## config.mk

```make
export PLATFORM = sky130hd
export DESIGN_NAME = la_capture_ctrl
export DESIGN_NICKNAME = d
export VERILOG_FILES = /design/src/rtl/la_capture_ctrl.sv
export SDC_FILE = /design/constraint.sdc
export NUM_CORES = 1
export LEC_CHECK = 0
export CORE_MARGIN = 2
export CORE_UTILIZATION = 45
export CTS_CLUSTER_SIZE = 24
export DETAILED_ROUTE_END_ITERATION = 16
export PLACE_DENSITY = 0.74
export SLEW_MARGIN = 10
export SYNTH_ARGS = -nofsm -noshare
export SYNTH_HDL_FRONTEND = slang
export SYNTH_SLANG_ARGS = --single-unit
```

## constraint.sdc

```tcl
create_clock -name clk -period 6.6 [get_ports clk]
set_clock_uncertainty 0.2 [all_clocks]
set_input_delay 0.66 -clock clk [delete_from_list [all_inputs] [get_ports clk]]
set_output_delay 0.66 -clock clk [all_outputs]
set_load 0.05 [all_outputs]
```

## src/rtl/la_capture_ctrl.sv

```systemverilog
// -----------------------------------------------------------------------------
// la_capture_ctrl
//
// Capture sequencer for the tiny logic analyzer. Registers the 8-bit probe bus,
// evaluates a masked level/edge trigger, writes a DEPTH-sample window into an
// external single-port sample buffer, then streams that window back out over a
// valid/ready port.
//
// Optional feature macro: LA_PRETRIGGER_EN
//   defined   : the buffer is filled continuously while armed; the window holds
//               PRE samples before the trigger and the trigger is beat PRE.
//   undefined : nothing is written until the trigger; the trigger is beat 0.
// -----------------------------------------------------------------------------
module la_capture_ctrl #(
  parameter int DEPTH = 16,
  parameter int AW    = $clog2(DEPTH),
  parameter int PRE   = 4
) (
  input  logic          clk,
  input  logic          rst,
  input  logic [7:0]    probe,
  input  logic          arm,
  input  logic          abort,
  input  logic [7:0]    trig_mask,
  input  logic [7:0]    trig_value,
  input  logic          trig_edge,
  input  logic          rd_start,
  input  logic          rd_ready,
  output logic          mem_we,
  output logic [AW-1:0] mem_addr,
  output logic [7:0]    mem_wdata,
  input  logic [7:0]    mem_rdata,
  output logic          rd_valid,
  output logic [7:0]    rd_data,
  output logic          armed,
  output logic          done,
  output logic [2:0]    state
);

  typedef enum logic [2:0] {
    S_IDLE    = 3'd0,
    S_ARMED   = 3'd1,
    S_CAPTURE = 3'd2,
    S_DONE    = 3'd3,
    S_READ    = 3'd4
  } state_t;

`ifdef LA_PRETRIGGER_EN
  localparam bit PRE_EN = 1'b1;
`else
  localparam bit PRE_EN = 1'b0;
`endif

  // Samples written from the trigger onward (trigger sample included).
  localparam int              CAP_N     = PRE_EN ? (DEPTH - PRE) : DEPTH;
  localparam logic [AW:0]     CAP_N_C   = (AW+1)'(CAP_N);
  localparam logic [AW-1:0]   PRE_A     = AW'(PRE);
  localparam logic [AW-1:0]   LAST_BEAT = AW'(DEPTH - 1);
  localparam logic [AW-1:0]   A_ONE     = 1;
  localparam logic [AW:0]     C_ONE     = 1;

  // State and control registers
  state_t        r_state;
  state_t        w_next_state;
  logic          r_armed;
  logic          r_done;

  // Probe pipeline and trigger history
  logic [7:0]    r_s_q;
  logic          r_match_prev;

  // Capture bookkeeping
  logic [AW-1:0] r_wr_ptr;
  logic [AW:0]   r_count;
  logic [AW-1:0] r_start_addr;
`ifdef LA_PRETRIGGER_EN
  logic [AW-1:0] r_fill;
`endif

  // Readout bookkeeping
  logic [AW-1:0] r_rd_ptr;
  logic [AW-1:0] r_beat;
  logic          r_rd_wait;

  // Registered outputs
  logic          r_mem_we;
  logic [AW-1:0] r_mem_addr;
  logic [7:0]    r_mem_wdata;
  logic          r_rd_valid;
  logic [7:0]    r_rd_data;

  // Trigger evaluation
  logic          w_match;
  logic          w_hit;
  logic          w_trig;
  logic          w_accept;
  logic [AW-1:0] w_trig_start;

  assign w_match  = ((r_s_q ^ trig_value) & trig_mask) == 8'h00;
  assign w_hit    = trig_edge ? (w_match & ~r_match_prev) : w_match;
  assign w_accept = r_rd_valid & rd_ready;

`ifdef LA_PRETRIGGER_EN
  // A trigger only counts once PRE history samples sit in the buffer.
  assign w_trig = w_hit & (r_fill == PRE_A);
`else
  assign w_trig = w_hit;
`endif

  // Window start: PRE samples before the trigger address, or address 0.
  assign w_trig_start = PRE_EN ? (r_wr_ptr - PRE_A) : '0;

  // State register plus registered armed/done flags decoded from next state.
  // NOTE: sequential state uses non-blocking (<=) so every flop samples the
  // pre-edge values; blocking here would create order-dependent simulation.
  always_ff @(posedge clk or posedge rst) begin
    if (rst) begin
      r_state <= S_IDLE;
      r_armed <= 1'b0;
      r_done  <= 1'b0;
    end else begin
      r_state <= w_next_state;
      r_armed <= (w_next_state == S_ARMED);
      r_done  <= (w_next_state == S_DONE);
    end
  end

  // Next-state decode; abort overrides every other request.
  // NOTE: the default assignment first guarantees w_next_state is driven on
  // every path, so no latch is inferred.
  always_comb begin
    w_next_state = r_state;
    if (abort) begin
      w_next_state = S_IDLE;
    end else begin
      case (r_state)
        S_IDLE: begin
          if (arm) w_next_state = S_ARMED;
        end
        S_ARMED: begin
          if (w_trig) w_next_state = S_CAPTURE;
        end
        S_CAPTURE: begin
          // Stay one cycle past the last write so done follows it.
          if (r_count == CAP_N_C) w_next_state = S_DONE;
        end
        S_DONE: begin
          if (arm)           w_next_state = S_ARMED;
          else if (rd_start) w_next_state = S_READ;
        end
        S_READ: begin
          if (w_accept && (r_beat == LAST_BEAT)) w_next_state = S_IDLE;
        end
        default: w_next_state = S_IDLE;
      endcase
    end
  end

  // Probe register and edge-detect history (cleared whenever not staying armed).
  always_ff @(posedge clk or posedge rst) begin
    if (rst) begin
      r_s_q        <= 8'h00;
      r_match_prev <= 1'b0;
    end else begin
      r_s_q        <= probe;
      r_match_prev <= ((r_state == S_ARMED) && (w_next_state == S_ARMED)) ? w_match : 1'b0;
    end
  end

  // Buffer write/read sequencing and readout handshake.
  always_ff @(posedge clk or posedge rst) begin
    if (rst) begin
      r_wr_ptr     <= '0;
      r_count      <= '0;
      r_start_addr <= '0;
`ifdef LA_PRETRIGGER_EN
      r_fill       <= '0;
`endif
      r_rd_ptr     <= '0;
      r_beat       <= '0;
      r_rd_wait    <= 1'b0;
      r_mem_we     <= 1'b0;
      r_mem_addr   <= '0;
      r_mem_wdata  <= 8'h00;
      r_rd_valid   <= 1'b0;
      r_rd_data    <= 8'h00;
    end else begin
      r_mem_we <= 1'b0;
      if (abort) begin
        // Drop any pending write and readout beat; restart bookkeeping.
        r_rd_valid <= 1'b0;
        r_rd_wait  <= 1'b0;
        r_wr_ptr   <= '0;
        r_count    <= '0;
`ifdef LA_PRETRIGGER_EN
        r_fill     <= '0;
`endif
      end else begin
        case (r_state)
          S_IDLE: begin
            r_wr_ptr <= '0;
            r_count  <= '0;
`ifdef LA_PRETRIGGER_EN
            r_fill   <= '0;
`endif
          end

          S_ARMED: begin
            if (w_trig) begin
              r_mem_we     <= 1'b1;
              r_mem_addr   <= r_wr_ptr;
              r_mem_wdata  <= r_s_q;
              r_wr_ptr     <= r_wr_ptr + A_ONE;
              r_count      <= C_ONE;
              r_start_addr <= w_trig_start;
            end
`ifdef LA_PRETRIGGER_EN
            else begin
              // Rolling pre-trigger history; fill saturates at PRE.
              r_mem_we    <= 1'b1;
              r_mem_addr  <= r_wr_ptr;
              r_mem_wdata <= r_s_q;
              r_wr_ptr    <= r_wr_ptr + A_ONE;
              if (r_fill != PRE_A) r_fill <= r_fill + A_ONE;
            end
`endif
          end

          S_CAPTURE: begin
            if (r_count != CAP_N_C) begin
              r_mem_we    <= 1'b1;
              r_mem_addr  <= r_wr_ptr;
              r_mem_wdata <= r_s_q;
              r_wr_ptr    <= r_wr_ptr + A_ONE;
              r_count     <= r_count + C_ONE;
            end
          end

          S_DONE: begin
            if (arm) begin
              r_wr_ptr <= '0;
              r_count  <= '0;
`ifdef LA_PRETRIGGER_EN
              r_fill   <= '0;
`endif
            end else if (rd_start) begin
              // Present the first address now; data is captured two edges on.
              r_mem_addr <= r_start_addr;
              r_rd_ptr   <= r_start_addr;
              r_beat     <= '0;
              r_rd_wait  <= 1'b1;
            end
          end

          S_READ: begin
            if (r_rd_valid) begin
              if (rd_ready) begin
                r_rd_valid <= 1'b0;
                r_rd_ptr   <= r_rd_ptr + A_ONE;
                r_beat     <= r_beat + A_ONE;
              end
            end else if (r_rd_wait) begin
              r_rd_wait <= 1'b0;
            end else begin
              // Capture the beat and prefetch the next address so the bubble
              // after each acceptance is a single cycle.
              r_rd_valid <= 1'b1;
              r_rd_data  <= mem_rdata;
              r_mem_addr <= r_rd_ptr + A_ONE;
            end
          end

          default: begin
            r_rd_valid <= 1'b0;
          end
        endcase
      end
    end
  end

  assign mem_we    = r_mem_we;
  assign mem_addr  = r_mem_addr;
  assign mem_wdata = r_mem_wdata;
  assign rd_valid  = r_rd_valid;
  assign rd_data   = r_rd_data;
  assign armed     = r_armed;
  assign done      = r_done;
  assign state     = r_state;

endmodule
```

==> results.md <==
* Largest family of logic cells by synthesized area: compound AO/OA/AOI/OAI gates
* Largest net degree at the start of global routing at 55
* Critical Path RT at 6.60 ns
* Clock latency on the worst-skew pair at 0.31 ns
* DP Area at 3340 um^2
* Outcome: finished clean
* Die Span X at 80.6 um
* Cell taking the most area after synthesis: dfrtp_1
* Final RePlAce weighted congestion at 0.769
* Min setup slack post-route at 3.45 ns
* Worst path slowest cell: a211oi_2
* Area of the multi-input gates at 1210 um^2
* Tmin final at 3.15 ns
* WL/cell at 14.4 um
* Final period util at 0.477
* # nets final at 344
* Post-CTS resize count at 0
* Synth Area in Simple Gates at 0.137
* Synth area leaders: dfrtp_1 (51%), mux2_2 (6.4%), xor2_1 (3.0%)
* CP Launch Type: primary input
* Least-Margin Pin Slew at 1.11 ns
* Port bufs at 65
* Synth Area in Adders at 0.0237
* H-tree levels at 2
* Netlist cell types at 55
* Post-Route WL at 5.38 mm
* Post-CTS setup buffer count at 0
* Core area at 5570 um^2
* Syn Inst Count at 235
* Post-Syn Nets at 279
* Maximum vdd drop at 0.000186 V
* Setup tns final at 0 ns
* DRC at 0
* Share of layout cells above drive strength 1 at 0.140
* Synthesized area at 2640 um^2
* Most frequent cells in the layout: clkdlybuf4s50_1 (65), dfrtp_1 (54), nand2_1 (20)
* Storage element area at 1350 um^2
* Tightest Hold Check Type: reg2reg
* Clk sinks at 54
* Most common cell after layout, fill and taps aside: clkdlybuf4s50_1
* Vias in the first global route at 1969
* R2R Path End: mem_wdata[5]
* # diodes at 0
* Register bit total from synthesis at 54
* Worst setup path category: in2reg
* R2r worst-path depth at 7
* Initial antenna violation count at 0
* FP Rows at 27
* Antenna Nets Post-Route at 0
* WHS at 0.310 ns
* Reg-to-reg startpoint: r_count[0]
* DP HPWL at 3.79 mm
* Worst-path clk slew at 0.10 ns
* DR vias/cell at 5.45
* Seq/Total Area, Yosys at 0.511
* Worst-path maximum fanout at 14
* Drt first-iter violations at 143
* Hold depth at 2
* Final Max Slew Viols at 0
* Compound-Gate Fraction of Synth Area at 0.176
* Fmax at 317 MHz
* Final core utilization at 0.620
* EDFF count, synth at 0
* DRT Pass-1 Iters at 4
* Relative slew slack at 0.262
* PD cells at 278 nW/um^2
* Total Routing Usage GR at 0.181
* Hold_buf cts at 0
* XOR/XNOR share of the synthesized area at 0.0331
* Fraction of registers with async set/reset at 1.00
* Via Count at 2034
* Primary FF master, synth: dfrtp_1
* Die height at 80.6 um
* Place WS at 3.07 ns
* CP arrival at 3.15 ns
* Initial Util at 0.474
* Post-synthesis mux area share at 0.0904
* Overflow after GRT at 0
* Hold Path End: r_rd_ptr[3]
* Crit-path cells: clkdlybuf4s50_1 > xor2_1 > a22oi_1 > nand4_2 > a211oi_2 > mux2_2
* First-pass GRT wire length at 8.96 mm
* Share of the synthesized area in the top cell type at 0.511
* Filler cell count at 472
* Crit end category: register
* Finished Cell Area at 3460 um^2
* TritonCTS clock tree: built
* Final setup vio count at 0
* Pleak at 1.51 nW
* CP max stage delay at 0.98 ns
* Post-Syn Area per Cell at 11.2 um^2
* Die ar. at 6500 um^2
* YS warnings at 0
* Cell family with most CP delay: compound AO/OA/AOI/OAI gates
* Bufs and invs on worst path at 1
* RSZ-0062 raised after global routing: no
* CTS root buf: clkbuf_8
* HP Start: r_rd_ptr[3]
* I/O pin count at 66
* CTS buffer count at 5
* Area Growth Syn to Fin at 30.9%
* Longest Clk Path Bufs at 2
* Hold Vio Cnt, Final at 0
* Reg-to-reg setup timing slack at 3.66 ns
* Maxcap violations at 0
logic make-up (layout without fill, tap and decap cells):
logic type	after synthesis	count (layout)
simple gates	67	67
buf+inv	16	82
fa+ha+maj	5	5
xor+xnor	10	10
mux	20	20
flops	54	54
compound gates	63	63
worst max path at each step:
stage	start	endpoint	slack, ns	depth (start not counted)
after floorplan	state[2]	mem_addr[0]	4.10	7
after detailed placement	trig_value[6]	mem_wdata[3]	3.07	6
after global placement	trig_value[6]	mem_wdata[6]	3.17	6
final	trig_value[2]	mem_wdata[5]	3.45	6
after global routing	trig_value[2]	mem_wdata[3]	3.28	6
after CTS	trig_value[6]	mem_wdata[3]	3.41	6
sequential cells by signal, indices dropped and copies added, names as in the netlist:
signal and count:
mem_we 1, r_s_q 8, r_rd_wait 1, r_match_prev 1
r_beat 4, r_wr_ptr 4, r_rd_ptr 4, rd_valid 1
state 3, done 1, mem_addr 4, mem_wdata 8
r_count 5, rd_data 8, armed 1
synth_stat cells, types with 4 or more instances:
library cell	instances
nand2_1	20
buf_2	4
a22oi_1	6
nor2_1	12
xor2_1	9
mux2_2	15
mux2_4	4
ha_1	5
a22o_1	6
nor2b_1	4
nor3_1	5
inv_1	7
a21oi_1	9
dfrtp_1	54
o21ai_0	15
nand3_1	9
area by class of cell:
type                    instances  share of cell area
clock buffers                   5              0.0199
clock inverters                 3              0.0130
inverters                       8             0.00868
multi-input cells             165               0.351
flip-flops and latches         54               0.391
well taps                      72              0.0260
repair buffers                 66               0.190
power by group:
part           switching, W  leakage [nW]  internal (W)
clock              0.000112        0.0504      0.000113
combinational      0.000200         0.747      0.000137
sequential        0.0000304         0.714      0.000371
total              0.000342          1.51      0.000621
metrics by stage:
stage	instances	total power, W
3_3_place_gp	365	0.000742
4_1_cts	373	0.000970
2_1_floorplan	235	0.000627
5_1_grt	373	0.00101
6_report	373	0.000963
3_5_place_dp	365	0.000745
metal layers:
| layer | wire (um) | up-vias | track usage |
|---|---|---|---|
| met4 | 78 | 0 | 0.0712 |
| met1 | 2470 | 969 | 0.247 |
| li1 | - | 981 | - |
| met2 | 2340 | 77 | 0.267 |
| met5 | 0 | - | 0 |
| met3 | 489 | 7 | 0.0573 |
tightest hold or removal path, stage by stage, from the launching register on:
cell and delay, ns:
dfrtp_1 0.37, nand2_1 0.06, nand2_1 0.06
No activity file was read; power rests on OpenSTA's default activity.
